### src/rtl/rf_port_arbiter_pkg.sv
// Shared types and defaults for the register-file write-port arbiter and its scanner.
// Also holds the register-file geometry used by the RF itself.
package rf_port_arbiter_pkg;

  localparam int unsigned RF_AW = 5;
  localparam int unsigned RF_DW = 32;

  typedef enum logic [1:0] {
    S_OFF  = 2'd0,
    S_CAP  = 2'd1,
    S_WAIT = 2'd2
  } scan_state_e;

  typedef enum logic {
    REQ_CORE = 1'b0,
    REQ_DBG  = 1'b1
  } req_id_e;

  // Round-robin tie-break: the requester that did not win last time goes next.
  function automatic req_id_e other_req(input req_id_e id);
    return (id == REQ_CORE) ? REQ_DBG : REQ_CORE;
  endfunction

endpackage

### src/rtl/rf_port_arbiter_if.sv
// Write-request bundle for the two RF write masters (core writeback and debug writer).
// Requesters drive valid/addr/data; the arbiter answers with a per-master ready.
interface rf_port_arbiter_if
  import rf_port_arbiter_pkg::*;
#(
  parameter int unsigned AW = RF_AW,
  parameter int unsigned DW = RF_DW
);

  logic          core_wr_valid;
  logic          core_wr_ready;
  logic [AW-1:0] core_wr_addr;
  logic [DW-1:0] core_wr_data;

  logic          dbg_wr_valid;
  logic          dbg_wr_ready;
  logic [AW-1:0] dbg_wr_addr;
  logic [DW-1:0] dbg_wr_data;

  modport master (
    output core_wr_valid, core_wr_addr, core_wr_data,
    output dbg_wr_valid,  dbg_wr_addr,  dbg_wr_data,
    input  core_wr_ready, dbg_wr_ready
  );

  modport slave (
    input  core_wr_valid, core_wr_addr, core_wr_data,
    input  dbg_wr_valid,  dbg_wr_addr,  dbg_wr_data,
    output core_wr_ready, dbg_wr_ready
  );

endinterface

### src/rtl/rf_scan_seq.sv
// Debug register scanner: walks RF read port 1 and captures one register every SCAN_DIV cycles.
// SCAN_DIV must be at least 2 (one capture cycle plus at least one wait cycle).
module rf_scan_seq
  import rf_port_arbiter_pkg::*;
#(
  parameter int unsigned AW       = RF_AW,
  parameter int unsigned DW       = RF_DW,
  parameter int unsigned SCAN_DIV = 4
) (
  input  logic          clk,
  input  logic          rst,
  input  logic          dbg_mode,
  input  logic [DW-1:0] rf_rd,
  output scan_state_e   state,
  output logic [AW-1:0] ptr,
  output logic [AW-1:0] scan_addr,
  output logic [DW-1:0] scan_data,
  output logic          scan_valid
);

  localparam int unsigned DIV_W = (SCAN_DIV > 2) ? $clog2(SCAN_DIV - 1) : 1;
  localparam logic [DIV_W-1:0] DIV_LAST = DIV_W'(SCAN_DIV - 2);

  logic [DIV_W-1:0] div;

  // Capture FSM; leaving debug mode always parks in S_OFF and keeps the last capture visible.
  always_ff @(posedge clk or posedge rst) begin
    if (rst) begin
      state      <= S_OFF;
      ptr        <= '0;
      div        <= '0;
      scan_addr  <= '0;
      scan_data  <= '0;
      scan_valid <= 1'b0;
    end else begin
      scan_valid <= 1'b0;
      if (!dbg_mode) begin
        state <= S_OFF;
      end else begin
        case (state)
          S_OFF: begin
            state <= S_CAP;
            ptr   <= '0;
            div   <= '0;
          end
          S_CAP: begin
            scan_data  <= rf_rd;
            scan_addr  <= ptr;
            scan_valid <= 1'b1;
            ptr        <= ptr + AW'(1);
            div        <= '0;
            state      <= S_WAIT;
          end
          S_WAIT: begin
            div <= div + DIV_W'(1);
            if (div == DIV_LAST) begin
              state <= S_CAP;
            end
          end
          default: begin
            state <= S_OFF;
          end
        endcase
      end
    end
  end

endmodule

### src/rtl/rf_port_arbiter.sv
// Round-robin arbiter for the single RF write port, plus debug-mode ownership of RF read port 1.
// Core writes are locked out in debug mode; a scanner streams register contents to the display.
module rf_port_arbiter
  import rf_port_arbiter_pkg::*;
#(
  parameter int unsigned AW       = RF_AW,
  parameter int unsigned DW       = RF_DW,
  parameter int unsigned SCAN_DIV = 4,
  parameter bit          ZERO_R0  = 1'b1
) (
  input  logic                 clk,
  input  logic                 rst,
  input  logic                 dbg_mode,
  rf_port_arbiter_if.slave     wr,
  input  logic [AW-1:0]        core_ra,
  output logic                 rf_we,
  output logic [AW-1:0]        rf_wa,
  output logic [DW-1:0]        rf_wd,
  output logic [AW-1:0]        rf_ra,
  input  logic [DW-1:0]        rf_rd,
  output logic [AW-1:0]        scan_addr,
  output logic [DW-1:0]        scan_data,
  output logic                 scan_valid
);

  req_id_e       last;
  logic          core_elig;
  logic          dbg_elig;
  logic          grant_core;
  logic          grant_dbg;
  logic          xfer;
  logic          drop_zero;
  logic [AW-1:0] sel_addr;
  logic [DW-1:0] sel_data;

  scan_state_e   scan_state;
  logic [AW-1:0] scan_ptr;

  // Grant selection; ready is purely combinational so a held request completes in the same cycle.
  always_comb begin
    core_elig  = wr.core_wr_valid && !dbg_mode;
    dbg_elig   = wr.dbg_wr_valid;
    grant_core = 1'b0;
    grant_dbg  = 1'b0;
    if (core_elig && dbg_elig) begin
      grant_core = (other_req(last) == REQ_CORE);
      grant_dbg  = !grant_core;
    end else begin
      grant_core = core_elig;
      grant_dbg  = dbg_elig;
    end
  end

  assign wr.core_wr_ready = grant_core;
  assign wr.dbg_wr_ready  = grant_dbg;

  assign xfer     = grant_core || grant_dbg;
  assign sel_addr = grant_dbg ? wr.dbg_wr_addr : wr.core_wr_addr;
  assign sel_data = grant_dbg ? wr.dbg_wr_data : wr.core_wr_data;
  // Writes to r0 still complete the handshake but never reach the RF.
  assign drop_zero = ZERO_R0 && (sel_addr == '0);

  always_ff @(posedge clk or posedge rst) begin
    if (rst) begin
      last  <= REQ_DBG;
      rf_we <= 1'b0;
      rf_wa <= '0;
      rf_wd <= '0;
    end else begin
      rf_we <= xfer && !drop_zero;
      if (xfer) begin
        last  <= grant_core ? REQ_CORE : REQ_DBG;
        rf_wa <= sel_addr;
        rf_wd <= sel_data;
      end
    end
  end

  rf_scan_seq #(
    .AW       (AW),
    .DW       (DW),
    .SCAN_DIV (SCAN_DIV)
  ) u_scan (
    .clk        (clk),
    .rst        (rst),
    .dbg_mode   (dbg_mode),
    .rf_rd      (rf_rd),
    .state      (scan_state),
    .ptr        (scan_ptr),
    .scan_addr  (scan_addr),
    .scan_data  (scan_data),
    .scan_valid (scan_valid)
  );

  assign rf_ra = (scan_state == S_OFF) ? core_ra : scan_ptr;

endmodule

### src/flat_wrapper.sv
// flat-port wrapper written by rule: the top's interface ports become plain ports
module rf_port_arbiter_flat import rf_port_arbiter_pkg::*;
#(
  parameter int unsigned AW       = RF_AW,
  parameter int unsigned DW       = RF_DW,
  parameter int unsigned SCAN_DIV = 4,
  parameter bit          ZERO_R0  = 1'b1
)
  (clk, rst, dbg_mode, core_ra, rf_we, rf_wa, rf_wd, rf_ra, rf_rd, scan_addr, scan_data, scan_valid, wr_core_wr_valid, wr_core_wr_addr, wr_core_wr_data, wr_dbg_wr_valid, wr_dbg_wr_addr, wr_dbg_wr_data, wr_core_wr_ready, wr_dbg_wr_ready);
  rf_port_arbiter_if #(.AW(AW), .DW(DW)) wr_i ();
  input  logic clk;
  input  logic rst;
  input  logic dbg_mode;
  input  logic [AW-1:0] core_ra;
  output logic rf_we;
  output logic [AW-1:0] rf_wa;
  output logic [DW-1:0] rf_wd;
  output logic [AW-1:0] rf_ra;
  input  logic [DW-1:0] rf_rd;
  output logic [AW-1:0] scan_addr;
  output logic [DW-1:0] scan_data;
  output logic scan_valid;
  input wire logic [$bits(wr_i.core_wr_valid)-1:0] wr_core_wr_valid;
  input wire logic [$bits(wr_i.core_wr_addr)-1:0] wr_core_wr_addr;
  input wire logic [$bits(wr_i.core_wr_data)-1:0] wr_core_wr_data;
  input wire logic [$bits(wr_i.dbg_wr_valid)-1:0] wr_dbg_wr_valid;
  input wire logic [$bits(wr_i.dbg_wr_addr)-1:0] wr_dbg_wr_addr;
  input wire logic [$bits(wr_i.dbg_wr_data)-1:0] wr_dbg_wr_data;
  output wire logic [$bits(wr_i.core_wr_ready)-1:0] wr_core_wr_ready;
  output wire logic [$bits(wr_i.dbg_wr_ready)-1:0] wr_dbg_wr_ready;
  assign wr_i.core_wr_valid = wr_core_wr_valid;
  assign wr_i.core_wr_addr = wr_core_wr_addr;
  assign wr_i.core_wr_data = wr_core_wr_data;
  assign wr_i.dbg_wr_valid = wr_dbg_wr_valid;
  assign wr_i.dbg_wr_addr = wr_dbg_wr_addr;
  assign wr_i.dbg_wr_data = wr_dbg_wr_data;
  assign wr_core_wr_ready = wr_i.core_wr_ready;
  assign wr_dbg_wr_ready = wr_i.dbg_wr_ready;
  rf_port_arbiter #(.AW(AW), .DW(DW), .SCAN_DIV(SCAN_DIV), .ZERO_R0(ZERO_R0)) u_core (.clk(clk), .rst(rst), .dbg_mode(dbg_mode), .wr(wr_i), .core_ra(core_ra), .rf_we(rf_we), .rf_wa(rf_wa), .rf_wd(rf_wd), .rf_ra(rf_ra), .rf_rd(rf_rd), .scan_addr(scan_addr), .scan_data(scan_data), .scan_valid(scan_valid));
endmodule
### config.mk
export PLATFORM = sky130hd
export DESIGN_NAME = rf_port_arbiter_flat
export DESIGN_NICKNAME = d
export VERILOG_FILES = /design/src/rtl/rf_port_arbiter_pkg.sv /design/src/rtl/rf_port_arbiter_if.sv /design/src/rtl/rf_scan_seq.sv /design/src/rtl/rf_port_arbiter.sv /design/src/flat_wrapper.sv
export SDC_FILE = /design/constraint.sdc
export NUM_CORES = 1
export LEC_CHECK = 0
export CORE_MARGIN = 2
export CORE_UTILIZATION = 35
export CTS_CLUSTER_DIAMETER = 150
export DETAILED_ROUTE_END_ITERATION = 12
export GPL_TIMING_DRIVEN = 0
export PLACE_DENSITY = 0.7
export SKIP_LAST_GASP = 1
export SYNTH_ARGS = -nofsm -noshare
export SYNTH_HDL_FRONTEND = slang
export SYNTH_HIERARCHICAL = 1
export SYNTH_SLANG_ARGS = --single-unit
export TNS_END_PERCENT = 1
### constraint.sdc
create_clock -name clk -period 2.2 [get_ports clk]
set_input_delay 0.66 -clock clk [delete_from_list [all_inputs] [get_ports clk]]
set_output_delay 0.66 -clock clk [all_outputs]
set_load 0.03 [all_outputs]
==> results.sh, run 1 <==
export IMPL_status="finished with violations"
export IMPL_violations="setup timing"
export IMPL_synth_area_top_cells="dfrtp_1, a311oi_2, mux2_2"
export IMPL_period_needed_ps=2210
export IMPL_min_period_over_period_pct=100
export IMPL_die_x_um=114
export IMPL_yosysSeqAreaShare_pct=51.2
export IMPL_area_growth_pct=60.7
export IMPL_critical_path_max_stage_delay_ps=410
export IMPL_antenna_found_initial=0
export IMPL_cts_sinks=86
export IMPL_hold_class="flip-flop to flip-flop"
export IMPL_syn_avg_cell_area_um2=11.6
export IMPL_holdWs_ps=506
export IMPL_synth_nets=480
export IMPL_rows=40
export IMPL_ios=199
export IMPL_fp_dieArea_um2=12900
export IMPL_clk_pin_slew_ps=60
export IMPL_slew_viol_final=0
export IMPL_cts_hold_buffers=0
export IMPL_hpwl_mm=9.43
export IMPL_tightest_slew_ps=870
export IMPL_powerDensity_nw_per_um2=918
export IMPL_async_flop_share_pct=100
export IMPL_die_h_um=114
export IMPL_drt_vias_per_instance=5.08
export IMPL_clock_latency_ps=330
export IMPL_grt_pass1_vias=3924
export IMPL_fin_skew_ps=6.28
export IMPL_cts_path_max_buffers=2
export IMPL_yosys_warnings=6
export IMPL_start_util_pct=35.5
export IMPL_io_buffers=197
export IMPL_finalHoldViolations=0
export IMPL_ys_ff_latch=86
export IMPL_wl_per_cell_um=17.0
export IMPL_cts_buffers_inserted=9
export IMPL_start_kind="input port"
export IMPL_grt_pass1_wl_mm=19.8
export IMPL_synth_top_area_cell="dfrtp_1"
export IMPL_grt_max_degree=45
export IMPL_slew_headroom_pct=41.9
export IMPL_synth_top_area_share_pct=50.6
export IMPL_cp_end_kind="output pin"
export IMPL_layout_drive_gt1_share_pct=21.3
export IMPL_routed_wl_mm=12.4
export IMPL_cpMaxStageDelayCell="clkdlybuf4s50_1"
export IMPL_ant_nets=0
export IMPL_fin_util_pct=57.0
export IMPL_cap_violations=0
export IMPL_cts_tree="done"
export IMPL_drt_first_pass_iters=4
export IMPL_synthDistinctLibCells=41
export IMPL_crit_path_cell_trace="clkdlybuf4s50_1 -> mux2_1 -> buf_2"
export IMPL_setup_ws_ps=-7.27
export IMPL_grtUsageTotal_pct=19.4
export IMPL_htree_num_levels=3
export IMPL_insertedDiodeCount=0
export IMPL_synth_top_flop_cell="dfrtp_1"
export IMPL_setup_violations=2
export IMPL_fmax_mhz=453
export IMPL_drc=0
export IMPL_rsz0062_at_grt="yes"
export IMPL_syn_cell_area_um2=4210
export IMPL_ir_drop_mv=0.344
export IMPL_syn_inst=362
export IMPL_arrival_ps=1550
export IMPL_power_leakage_uw=0.00278
export IMPL_nets=695
export IMPL_critPathRequiredTime_ps=1540
export IMPL_globalRoute_totalOverflow=0
export IMPL_synth_edf_count=0
export IMPL_gp_congestion=0.753
export IMPL_crit_type="input port to output pin"
export IMPL_cp_top_family="buffers and inverters"
export IMPL_num_vias=3700
export IMPL_cts_root_buf="clkbuf_16"
export IMPL_drt_iter0_drc=95
export IMPL_path_buf_inv=2
export IMPL_fp_coreArea_um2=11900
export IMPL_worst_path_max_fanout=1
power by group:
group / leakage (uW) / internal (uW) / switching (uW) / total, uW
registers: 0.00101 / 1930 / 213 / 2150
logic: 0.00161 / 1170 / 1260 / 2420
clock network: 0.000160 / 1000 / 639 / 1640
total: 0.00278 / 4100 / 2110 / 6210
through the flow:
| step | total power [uW] | worst slack [ps] | setup TNS (ps) | cell area, um2 | cells |
|---|---|---|---|---|---|
| finish | 6210 | -7.27 | -8.48 | 6760 | 729 |
| global route | 6490 | -34.6 | -173 | 6760 | 729 |
| CTS | 6230 | -92.4 | -305 | 6690 | 723 |
| global placement | 4520 | -1150 | -58520 | 6360 | 706 |
| floorplan | 3470 | 34.4 | 0 | 4210 | 362 |
| detailed placement | 4580 | -1140 | -24630 | 6380 | 707 |
synth_stat cells (5+ instances only):
cell type,n
mux2_4,5
o221ai_1,5
nand3_1,9
nand2_1,5
inv_1,42
mux2_2,32
clkbuf_1,15
buf_2,6
a311oi_2,29
nor2_1,6
dfrtp_1,85
nor3_1,65
o21ai_1,5
buf_6,11
mux2_1,5
layer usage:
metal	vias up	wire length, um	part of all wire (%)	GRT usage (%)
li1	1721	-	-	-
met1	1785	5090	41	23.5
met2	173	5720	46	31.3
met5	-	0	0	0
met3	21	1260	10	6.80
met4	0	304	2.5	9.27
worst reg2reg max path: stages, from the launching register on:
cell	delay, ps
dfstp_2	570
nor2b_4	50
buf_6	120
nand2b_4	140
buf_12	130
buf_4	140
buf_6	150
a311oi_2	280
cell families after synthesis:
group                      count (synthesis)  share of synthesized area, %
adders and majority gates                  2                         0.595
AOI/OAI and AO/OA                         53                          14.4
DFF                                       86                          51.2
muxes                                     43                          11.9
buffers and inverters                     75                          8.83
and+or+nand+nor                          103                          13.1
cell type report:
class,count,area [um2]
fill,1033,5100
buffer,31,208
sequential,86,2150
clock buffer,9,225
clock inverter,7,96.3
inverter,43,161
multi-input combinational,201,1690
tap,147,184
timing repair buffer,205,2040
path summary, 6_finish.rpt:
| kind | depth (start not counted) | startpoint | slack [ps] | end |
|---|---|---|---|---|
| min in group asynchronous | 2 | rst | 560 | u_core/u_scan/scan_data[31] |
| max in group asynchronous | 2 | rst | 770 | u_core/rf_wa[4] |
| setup reg to reg | 7 | u_core/last | 520 | u_core/rf_wd[20] |
| hold reg to reg | 1 | u_core/u_scan/scan_data[13] | 510 | u_core/u_scan/scan_data[13] |
| hold / removal | 1 | u_core/u_scan/scan_data[13] | 510 | u_core/u_scan/scan_data[13] |
| setup / recovery | 3 | core_ra[1] | -7 | rf_ra[1] |
timing repair:
action,CTS,global route
setup buffers,1,6
pin swaps,1,1
setup endpoints to repair,37,7
gates cloned,0,0
resized for setup,42,19
hold endpoints to repair,0,0
sequential cells by signal (all words and copies together), names as in the netlist, 2 cells and up:
name                     cells
u_core/rf_wa                 5
u_core/rf_wd                32
u_core/u_scan/div            2
u_core/u_scan/ptr            5
u_core/u_scan/scan_addr      5
u_core/u_scan/scan_data     32
u_core/u_scan/state          2
placed cells by master (no fill, tap or decap), types with 9 or more instances in the layout:
| cell type | n |
|---|---|
| nand3_1 | 9 |
| clkdlybuf4s50_1 | 188 |
| dfrtp_1 | 84 |
| clkbuf_16 | 9 |
| buf_6 | 13 |
| inv_1 | 40 |
| a311oi_2 | 29 |
| clkbuf_1 | 15 |
| buf_2 | 9 |
| mux2_2 | 34 |
| nor3_1 | 65 |
Note: power is estimated with default switching activity, not from simulation.
==> run 2: changes to the inputs <==
--- a/config.mk
+++ b/config.mk
@@ -11,6 +11,7 @@
 export DETAILED_ROUTE_END_ITERATION = 12
 export GPL_TIMING_DRIVEN = 0
 export PLACE_DENSITY = 0.7
+export SETUP_SLACK_MARGIN = 0.2
 export SKIP_LAST_GASP = 1
 export SYNTH_ARGS = -nofsm -noshare
 export SYNTH_HDL_FRONTEND = slang
==> results.sh, run 2 (same netlist as run 1, synthesis figures left out) <==
export IMPL_cts_sinks=86
export IMPL_status="finished with violations"
export IMPL_slew_viol_final=0
export IMPL_start_util_pct=35.5
export IMPL_clk_pin_slew_ps=70
export IMPL_setup_violations=3
export IMPL_drt_first_pass_iters=4
export IMPL_ir_drop_mv=0.462
export IMPL_violations="setup timing"
export IMPL_insertedDiodeCount=0
export IMPL_grt_pass1_vias=3928
export IMPL_cts_root_buf="clkbuf_16"
export IMPL_min_delay_path_depth=1
export IMPL_drt_iter0_drc=117
export IMPL_grtUsageTotal_pct=19.9
export IMPL_holdCritStartpoint="u_core/u_scan/scan_addr[0]"
export IMPL_min_period_over_period_pct=102
export IMPL_cap_violations=0
export IMPL_power_leakage_uw=0.00278
export IMPL_cp_end_kind="output pin"
export IMPL_grt_pass1_wl_mm=20.1
export IMPL_cts_hold_buffers=0
export IMPL_r2r_start="u_core/last"
export IMPL_worst_path_max_fanout=2
export IMPL_hpwl_mm=9.73
export IMPL_tightest_slew_ps=860
export IMPL_antenna_found_initial=0
export IMPL_ios=199
export IMPL_cts_path_max_buffers=2
export IMPL_num_vias=3691
export IMPL_setup_ws_ps=-33.6
export IMPL_slew_headroom_pct=42.7
export IMPL_p_total_uw=6220
export IMPL_min_to="u_core/u_scan/scan_addr[0]"
export IMPL_r2r_end="u_core/rf_wd[7]"
export IMPL_rows=40
export IMPL_rsz0062_at_grt="yes"
export IMPL_finalHoldViolations=0
export IMPL_powerDensity_nw_per_um2=919
export IMPL_hold_class="flip-flop to flip-flop"
export IMPL_gp_congestion=0.823
export IMPL_clock_latency_ps=340
export IMPL_fin_skew_ps=10.6
export IMPL_globalRoute_totalOverflow=0
export IMPL_fmax_mhz=448
export IMPL_layout_drive_gt1_share_pct=21.0
export IMPL_drc=0
export IMPL_die_x_um=114
export IMPL_crit_type="flip-flop to output pin"
export IMPL_rr_worst_depth=7
export IMPL_critPathRequiredTime_ps=1540
export IMPL_ant_nets=0
export IMPL_reg_largest_list="u_core/rf_wd (32), u_core/u_scan/scan_data (32)"
export IMPL_start_kind="flip-flop"
export IMPL_drt_vias_per_instance=5.06
export IMPL_cts_buffers_inserted=9
export IMPL_final_common_cell="clkdlybuf4s50_1"
export IMPL_cts_tree="done"
export IMPL_holdWs_ps=504
export IMPL_wl_per_cell_um=17.5
export IMPL_r2r_slack_ps=530
export IMPL_fp_dieArea_um2=12900
export IMPL_io_buffers=197
export IMPL_arrival_ps=1570
export IMPL_routed_wl_mm=12.8
export IMPL_grt_max_degree=45
export IMPL_area_growth_pct=61.0
export IMPL_htree_num_levels=3
export IMPL_die_h_um=114
export IMPL_fp_coreArea_um2=11900
export IMPL_period_needed_ps=2230
export IMPL_nets=695
export IMPL_final_cell_mix="clkdlybuf4s50_1, dfrtp_1, nor3_1"
-- run 2: layer usage --
metal | track usage (%) | part of all wire [%] | up-vias
met2 | 33.0 | 47 | 179
met1 | 22.7 | 39 | 1767
met4 | 7.56 | 1.9 | 0
met5 | 0 | 0 | -
li1 | - | - | 1729
met3 | 9.09 | 11 | 16
-- run 2: report_power, final --
part	switching [uW]	internal (uW)
registers	210	1930
logic	1250	1140
clock network	678	1010
total	2140	4090
-- run 2: layout make-up --
class                   instances  area [um2]
well taps                     147         184
multi-input cells             201        1690
clock buffers                   9         225
repair buffers                204        2010
inverters                      43         174
flip-flops and latches         86        2150
plain buffers                  32         229
fillers                      1022        5090
clock inverters                 7         105
-- run 2: how the worst max path moves through the flow --
stage	start	endpoint	slack (ps)	cells past startpoint
after floorplan	wr_dbg_wr_valid	wr_core_wr_ready	90	7
after detailed placement	dbg_mode	wr_dbg_wr_ready	-1150	5
after global routing	u_core/last	wr_core_wr_ready	-70	7
after global placement	dbg_mode	wr_dbg_wr_ready	-1130	5
final	u_core/last	wr_core_wr_ready	-30	7
after CTS	u_core/last	wr_core_wr_ready	-50	7
-- run 2: critical path, stage by stage, from the launching register on --
cell      delay [ps]
dfstp_2          560
nor2b_4           40
buf_6            110
nand2b_4         130
buf_6            120
buf_12           120
clkinv_8          40
buf_8            110
-- run 2: timing repair --
item,4_1_cts,5_1_grt
pin swaps,1,0
endpoints found under the hold margin,0,0
setup endpoints to repair,124,83
buffers inserted,5,1
gates resized for setup,49,4
-- run 2: per-stage QoR --
| step | TNS (ps) | instances | instance area [um2] | setup slack, ps | utilization, % |
|---|---|---|---|---|---|
| finish | -65.0 | 729 | 6770 | -33.6 | 57.1 |
| detailed placement | -23720 | 707 | 6400 | -1150 | 54.0 |
| CTS | -124 | 728 | 6750 | -45.3 | 56.9 |
| floorplan | 0 | 362 | 4230 | 94.3 | - |
| global placement | -57600 | 706 | 6380 | -1130 | 53.8 |
| global route | -308 | 729 | 6770 | -74.6 | 57.1 |
==> run 3: changes to the inputs <==
--- a/config.mk
+++ b/config.mk
@@ -6,11 +6,10 @@
 export NUM_CORES = 1
 export LEC_CHECK = 0
 export CORE_MARGIN = 2
-export CORE_UTILIZATION = 35
+export CORE_UTILIZATION = 27
 export CTS_CLUSTER_DIAMETER = 150
 export DETAILED_ROUTE_END_ITERATION = 12
 export GPL_TIMING_DRIVEN = 0
-export PLACE_DENSITY = 0.7
 export SETUP_SLACK_MARGIN = 0.2
 export SKIP_LAST_GASP = 1
 export SYNTH_ARGS = -nofsm -noshare
==> results.sh, run 3 (same netlist as run 1, synthesis figures left out) <==
export IMPL_cts_hold_buffers=0
export IMPL_p_total_uw=6120
export IMPL_globalRoute_totalOverflow=0
export IMPL_start_util_pct=27.7
export IMPL_r2r_slack_ps=440
export IMPL_ios=199
export IMPL_cap_violations=0
export IMPL_finish_instance_area_um2=6800
export IMPL_die_x_um=129
export IMPL_cts_buffers_inserted=9
export IMPL_place_area_um2=6450
export IMPL_grt_max_degree=44
export IMPL_tightest_slew_ps=868
export IMPL_nets=696
export IMPL_antenna_found_initial=1
export IMPL_final_cell_mix="clkdlybuf4s50_1, dfrtp_1, nor3_1"
export IMPL_violations="setup timing"
export IMPL_rows=45
export IMPL_setup_violations=2
export IMPL_crit_type="flip-flop to output pin"
export IMPL_endpoint="wr_core_wr_ready"
export IMPL_cts_sinks=86
export IMPL_drt_first_pass_iters=4
export IMPL_crit_start="u_core/last"
export IMPL_cts_tree="done"
export IMPL_gp_congestion=0.841
export IMPL_fmax_mhz=448
export IMPL_ant_nets=0
export IMPL_multi_input_area_um2=1690
export IMPL_slew_headroom_pct=42.1
export IMPL_hold_class="flip-flop to flip-flop"
export IMPL_r2r_start="u_core/last"
export IMPL_routed_wl_mm=12.7
export IMPL_die_h_um=129
export IMPL_rsz0062_at_grt="yes"
export IMPL_status="finished with violations"
export IMPL_clk_pin_slew_ps=60
export IMPL_fp_dieArea_um2=16600
export IMPL_r2r_end="u_core/rf_wd[22]"
export IMPL_powerDensity_nw_per_um2=900
export IMPL_area_growth_pct=61.7
export IMPL_start_kind="flip-flop"
export IMPL_drt_iter0_drc=123
export IMPL_drt_vias_per_instance=4.71
export IMPL_stdcell_count=772
export IMPL_wl_per_cell_um=16.4
export IMPL_cts_path_max_buffers=2
export IMPL_worst_path_max_fanout=3
export IMPL_htree_num_levels=3
export IMPL_grt_pass1_wl_mm=19.8
export IMPL_fin_util_pct=44.7
export IMPL_num_vias=3636
export IMPL_slew_viol_final=0
export IMPL_reg_largest_list="u_core/rf_wd (32), u_core/u_scan/scan_data (32)"
export IMPL_grtUsageTotal_pct=15.6
export IMPL_power_leakage_uw=0.00277
export IMPL_nFillCells=1450
export IMPL_cp_end_kind="output pin"
export IMPL_fin_skew_ps=4.27
export IMPL_cts_root_buf="clkbuf_16"
export IMPL_hpwl_mm=9.63
export IMPL_period_needed_ps=2230
export IMPL_setup_ws_ps=-30.7
export IMPL_io_buffers=197
export IMPL_final_common_cell="clkdlybuf4s50_1"
export IMPL_min_period_over_period_pct=101
export IMPL_rr_worst_depth=8
export IMPL_regArea_um2=2150
export IMPL_ir_drop_mv=0.391
export IMPL_drc=0
export IMPL_clock_latency_ps=350
export IMPL_dpl_cell_count=748
export IMPL_finalHoldViolations=0
export IMPL_fp_coreArea_um2=15200
export IMPL_grt_pass1_vias=3895
export IMPL_critPathRequiredTime_ps=1540
export IMPL_arrival_ps=1570
export IMPL_layout_drive_gt1_share_pct=20.9
[run 3: cell types whose count changed in the layout (fill, tap and decap cells not counted), sizes merged]
cell / before / now
clkinv: 2 / 1
diode: 0 / 1
clkinvlp: 1 / 2
buf: 32 / 33
inv: 45 / 43
clkbuf: 24 / 27
bufinv: 2 / 1
[run 3: worst min path at each step]
stage,from,end,slack [ps],cells past startpoint
after floorplan,u_core/u_scan/ptr[4],u_core/u_scan/ptr[4],460,1
after global placement,u_core/u_scan/scan_data[11],u_core/u_scan/scan_data[11],490,1
after detailed placement,u_core/u_scan/scan_addr[3],u_core/u_scan/scan_addr[3],490,1
after CTS,u_core/u_scan/scan_addr[3],u_core/u_scan/scan_addr[3],510,1
after global routing,u_core/u_scan/scan_data[28],u_core/u_scan/scan_data[28],520,1
final,u_core/u_scan/scan_addr[2],u_core/u_scan/scan_addr[2],500,1
[run 3: area by class of cell]
cell class / count / share of cell area (%)
inverters: 43 / 2.56
plain buffers: 32 / 3.27
well taps: 188 / 3.46
multi-input cells: 201 / 24.8
clock inverters: 4 / 0.791
clock buffers: 12 / 3.77
repair buffers: 205 / 29.6
diodes: 1 / 0.0368
flip-flops and latches: 86 / 31.7
[run 3: report_power, final]
part	switching, uW	total, uW	internal (uW)
Combinational	1250	2380	1140
Clock	648	1590	946
Sequential	210	2140	1930
[run 3: critical path, cell delays in order (launching register included)]
cell      delay (ps)
dfstp_2          570
nor2b_4           40
buf_6            100
nand2b_4         130
buf_6            120
buf_12           120
clkinv_8          40
buf_8            110
[run 3: routing by layer]
layer / vias to the layer above / GRT usage (%) / wire [um]
li1: 1736 / - / -
met1: 1702 / 18.0 / 5120
met2: 180 / 25.0 / 5850
met3: 18 / 6.78 / 1400
met4: 0 / 7.23 / 286
met5: - / 0 / 0
[run 3: through the flow]
step | TNS [ps] | hold slack [ps] | setup slack, ps
after floorplan | 0 | 462 | 94.3
after global placement | -58830 | 489 | -1120
after detailed placement | -25000 | 495 | -1140
after CTS | -97.1 | 509 | -68.0
after global routing | -357 | 523 | -85.9
final | -33.8 | 505 | -30.7
[run 3: timing repair]
action	4_1_cts	5_1_grt
buffers inserted	6	1
endpoints found under the setup margin	136	83
resized for setup	46	2
pin swaps	1	0
